--- src/rtl/fifo_valid_ready_pkg.sv ---
// Shared defaults and parameter-legality helpers for the valid/ready FIFO.
// Latency: n/a (package only).
// Backpressure: n/a (package only).
package fifo_valid_ready_pkg;

    localparam int DEF_DWIDTH   = 8;
    localparam int DEF_DEPTH    = 4;
    localparam int DEF_AFULL_TH = 3;

    function automatic bit is_pow2(input int n);
        return (n > 0) && ((n & (n - 1)) == 0);
    endfunction

    function automatic bit depth_ok(input int depth);
        return is_pow2(depth) && (depth >= 2);
    endfunction

    function automatic bit afull_ok(input int th, input int depth);
        return (th >= 1) && (th <= depth);
    endfunction

endpackage

--- src/rtl/fifo_valid_ready_mem.sv ---
// DEPTH x DWIDTH register array, synchronous write / asynchronous read.
// Latency: write visible on read port the cycle after we.
// Backpressure: none; the caller gates we.
module fifo_valid_ready_mem
    import fifo_valid_ready_pkg::*;
#(
    parameter int DWIDTH = DEF_DWIDTH,
    parameter int DEPTH  = DEF_DEPTH
) (
    input  logic                     clk,
    input  logic                     we,
    input  logic [$clog2(DEPTH)-1:0] waddr,
    input  logic [DWIDTH-1:0]        wdata,
    input  logic [$clog2(DEPTH)-1:0] raddr,
    output logic [DWIDTH-1:0]        rdata
);

    logic [DWIDTH-1:0] mem [DEPTH];

    // Storage is intentionally not reset; contents are qualified by the pointers.
    always_ff @(posedge clk) begin
        if (we) begin
            mem[waddr] <= wdata;
        end
    end

    assign rdata = mem[raddr];

endmodule

--- src/rtl/fifo_valid_ready.sv ---
// First-word-fall-through FIFO with valid/ready on both sides.
// Latency: a word pushed at edge N appears on out_valid/out_data after edge N.
// Backpressure: in_ready = !full from registered pointers only; never sees out_ready.
module fifo_valid_ready
    import fifo_valid_ready_pkg::*;
#(
    parameter int DWIDTH   = DEF_DWIDTH,
    parameter int DEPTH    = DEF_DEPTH,
    parameter int AFULL_TH = DEF_AFULL_TH
) (
    input  logic                   clk,
    input  logic                   rst_n,
    input  logic                   in_valid,
    input  logic [DWIDTH-1:0]      in_data,
    output logic                   in_ready,
    output logic                   out_valid,
    output logic [DWIDTH-1:0]      out_data,
    input  logic                   out_ready,
    output logic [$clog2(DEPTH):0] count,
    output logic                   almost_full
);

    localparam int AW = $clog2(DEPTH);
    localparam int PW = AW + 1;

    logic [PW-1:0] wr_ptr;
    logic [PW-1:0] rd_ptr;
    logic          full;
    logic          empty;
    logic          push;
    logic          pop;

    // MSB is the wrap bit: equal low bits with differing wrap bits means full.
    assign empty = (wr_ptr == rd_ptr);
    assign full  = (wr_ptr[AW-1:0] == rd_ptr[AW-1:0]) && (wr_ptr[AW] != rd_ptr[AW]);

    assign in_ready    = !full;
    assign out_valid   = !empty;
    assign push        = in_valid && in_ready;
    assign pop         = out_valid && out_ready;
    assign almost_full = (count >= PW'(AFULL_TH));

    always_ff @(posedge clk or negedge rst_n) begin
        if (!rst_n) begin
            wr_ptr <= '0;
            rd_ptr <= '0;
            count  <= '0;
        end else begin
            if (push) begin
                wr_ptr <= wr_ptr + PW'(1);
            end
            if (pop) begin
                rd_ptr <= rd_ptr + PW'(1);
            end
            if (push && !pop) begin
                count <= count + PW'(1);
            end else if (pop && !push) begin
                count <= count - PW'(1);
            end
        end
    end

    fifo_valid_ready_mem #(
        .DWIDTH (DWIDTH),
        .DEPTH  (DEPTH)
    ) u_mem (
        .clk    (clk),
        .we     (push),
        .waddr  (wr_ptr[AW-1:0]),
        .wdata  (in_data),
        .raddr  (rd_ptr[AW-1:0]),
        .rdata  (out_data)
    );

`ifndef SYNTHESIS
    a_params_legal: assert property (@(posedge clk)
        depth_ok(DEPTH) && afull_ok(AFULL_TH, DEPTH));

    a_no_push_when_full: assert property (@(posedge clk) disable iff (!rst_n)
        push |-> !full);

    a_count_bounded: assert property (@(posedge clk) disable iff (!rst_n)
        count <= PW'(DEPTH));

    a_count_matches_ptrs: assert property (@(posedge clk) disable iff (!rst_n)
        count == PW'(wr_ptr - rd_ptr));
`endif

endmodule

--- config.mk ---
export PLATFORM = sky130hd
export DESIGN_NAME = fifo_valid_ready
export DESIGN_NICKNAME = d
export VERILOG_FILES = /design/src/rtl/fifo_valid_ready_pkg.sv /design/src/rtl/fifo_valid_ready_mem.sv /design/src/rtl/fifo_valid_ready.sv
export SDC_FILE = /design/constraint.sdc
export NUM_CORES = 1
export LEC_CHECK = 0
export CORE_ASPECT_RATIO = 2
export CORE_MARGIN = 5
export CORE_UTILIZATION = 57
export DETAILED_ROUTE_END_ITERATION = 6
export PLACE_DENSITY_LB_ADDON = 0.1
export SLEW_MARGIN = 20
export SYNTH_ARGS = -nofsm -noshare
export SYNTH_HDL_FRONTEND = slang
export SYNTH_HIERARCHICAL = 1
export SYNTH_SLANG_ARGS = --single-unit
--- constraint.sdc ---
create_clock -name clk -period 3.5 [get_ports clk]
set_input_delay 0.7 -clock clk [delete_from_list [all_inputs] [get_ports clk]]
set_output_delay 0.7 -clock clk [all_outputs]
set_load 0.02 [all_outputs]
==> impl_metrics.json <==
{
  "setup_tns_ns": 0,
  "area_growth_pct": 21.0,
  "track_usage": 0.167,
  "final_common_cell": "edfxtp_1",
  "num_rows": 28,
  "end_kind": "output pin",
  "fillers": 188,
  "clk_pin_slew_ns": 0.07,
  "total_power_mw": 2.04,
  "hold_violations": 0,
  "switching_share": 0.369,
  "yosys_warnings": 6,
  "p_clk_frac": 0.140,
  "syn_area_sq_um": 1750,
  "p_int_mw": 1.29,
  "status": "complete, no violations",
  "cts_hold_buf": 0,
  "place.gp.congestion": 0.735,
  "max_freq_mhz": 330,
  "die_y_um": 88.4,
  "clock_latency_ns": 0.29,
  "setup_viol": 0,
  "drtAntennaViolNets": 0,
  "finalCritPeriodShare": 0.867,
  "hold_class": "register to register",
  "fp.dieW_um": 49.2,
  "syn-instance-count": 95,
  "required_ns": 2.80,
  "root_buffer": "clkbuf_8",
  "critPathMaxFanout": 14,
  "first_pass_iters": 4,
  "drv_cap": 0,
  "power.density_nw_per_um2": 964,
  "ys_types": 29,
  "pwr-share-seq": 0.403,
  "ys_seq_area_frac": 0.678,
  "synth.avg_cell_area_sq_um": 18.4,
  "dr.first_iter.drc_count": 21,
  "rsz0062_at_grt": "false",
  "drv_slew": 0,
  "worst_slew_pin_slew_ns": 0.601,
  "cts_setup_buffers": 0,
  "period_needed_ns": 3.03,
  "synthesis.nets": 111,
  "numCtsBuffers": 5,
  "wl_per_cell_um": 19.4,
  "dieArea_sq_um": 4350,
  "combPwrFrac": 0.457,
  "start_util": 0.588,
  "ctsResizeCount": 0,
  "drive_above_1_share": 0.180,
  "antenna_found_initial": 0,
  "p_switching_mw": 0.755,
  "cts.sinks": 41,
  "post-route-util": 0.711,
  "h-tree-depth": 2,
  "mostFrequentLayoutCells": "edfxtp_1 (32), clkdlybuf4s50_1 (25), dfrtp_1 (9)",
  "hold_slack_ns": 0.515,
  "slew_headroom": 0.600,
  "grt_pass1_wl_um": 5240,
  "cellLeakagePower_nw": 0.754,
  "dpl.hpwl_um": 2290,
  "gr-total-overflow": 0,
  "irDropWorstVdd_mv": 0.686,
  "cp-start-kind": "register",
  "arrival_ns": 2.33,
  "finalWirelength_um": 3060,
  "worst_slack_ns": 0.466,
  "ioPinCount": 26,
  "dp_slack_ns": 0.775,
  "fin_worst_skew_ns": 0.00627,
  "clock_path_buffers": 2,
  "crit_type": "register to output pin",
  "fp.coreArea_sq_um": 2980,
  "io_buffers": 25,
  "grt_start_max_net_pins": 15,
  "drcViolationCount": 0,
  "viasPerCell": 5.97,
  "antenna_cells": 0,
  "vias": 944,
  "ys_ff_latch": 41,
  "tritoncts": "built",
  "layout.nets": 143,
  "grt_pass1_vias": 1061
}
-- path summary, 6_finish.rpt --
kind	startpoint	endpoint	slack, ns	depth (start not counted)
min in group asynchronous	rst_n	wr_ptr[0]	0.72	1
max	rd_ptr[1]	out_valid	0.47	4
min reg2reg	count[2]	count[2]	0.51	1
max reg2reg	rd_ptr[1]	count[2]	0.79	8
min	count[2]	count[2]	0.51	1
max in group asynchronous	rst_n	rd_ptr[1]	2.48	1
-- critical path, cell delays in order (launching register included) --
cell and delay [ns]:
dfrtp_1 0.73, xor2_1 0.47, nor2_1 0.15, nand2_1 0.10
clkdlybuf4s50_1 0.60
-- cell families (layout without fill, tap and decap cells) --
family,after synthesis,count (layout),synth area share
flip-flops,41,41,0.678
AND/OR/NAND/NOR,16,16,0.0500
AO/OA/AOI/OAI,10,10,0.0593
multiplexers,10,10,0.115
XOR/XNOR,9,9,0.0493
buffers and inverters,5,38,0.0157
adder cells (fa/ha/maj),4,4,0.0329
-- sequential cells by signal (all words and copies together) (netlist names) --
register	count
count	3
u_mem/mem	32
wr_ptr	3
rd_ptr	3
-- metal layers --
layer  vias to the layer above  routed length, um  track usage
li1                        437                  -            -
met1                       478               1000        0.160
met2                        20               1860        0.313
met3                         9                109       0.0405
met4                         0                 93       0.0931
met5                         -                  0            0
-- metrics by stage --
| stage | instance area, sq um | cells |
|---|---|---|
| 2_1_floorplan | 1750 | 95 |
| 6_report | 2120 | 158 |
| 3_3_place_gp | 2040 | 150 |
| 5_1_grt | 2120 | 158 |
| 4_1_cts | 2120 | 158 |
| 3_5_place_dp | 2040 | 150 |
-- power groups by stage --
stage / sequential, mW / combinational (mW) / clock, mW
detailed placement: 0.837 / 0.949 / 0
global placement: 0.821 / 0.922 / 0
CTS: 0.827 / 0.953 / 0.299
global route: 0.846 / 1.02 / 0.321
floorplan: 0.793 / 0.630 / 0
finish: 0.823 / 0.934 / 0.285
-- layout make-up --
type                    count  area (sq um)  share of cell area
clock buffers               7          76.3              0.0360
clock inverters             1          5.00             0.00236
inverters                   3          11.3             0.00532
multi-input cells          49           537               0.253
flip-flops and latches     41          1190               0.560
well taps                  30          37.5              0.0177
repair buffers             27           265               0.125
-- cells in the mapped netlist --
library cell / instances / share of area
edfxtp_1: 32 / 0.55
dfrtp_1: 9 / 0.13
mux4_2: 8 / 0.10
nand2_1: 5 / 0.011
xnor2_1: 4 / 0.020
xor2_1: 4 / 0.020
ha_1: 3 / 0.021
inv_1: 3 / 0.0064
and3b_1: 2 / 0.010
nor2_1: 2 / 0.0043
nor2b_1: 2 / 0.0071
nor3_1: 2 / 0.0057
o31a_2: 2 / 0.011
o32a_1: 2 / 0.011
a21o_1: 1 / 0.0043
and3_1: 1 / 0.0036
buf_6: 1 / 0.0064
clkbuf_2: 1 / 0.0029
fa_1: 1 / 0.011
mux2_2: 1 / 0.0064
mux2i_1: 1 / 0.0057
nor3b_1: 1 / 0.0043
o311a_2: 1 / 0.0064
o311ai_0: 1 / 0.0050
o311ai_2: 1 / 0.0093
o31ai_1: 1 / 0.0043
o31ai_2: 1 / 0.0071
or4_1: 1 / 0.0043
xor2_2: 1 / 0.0093
Power figures use the tool's default switching activity.
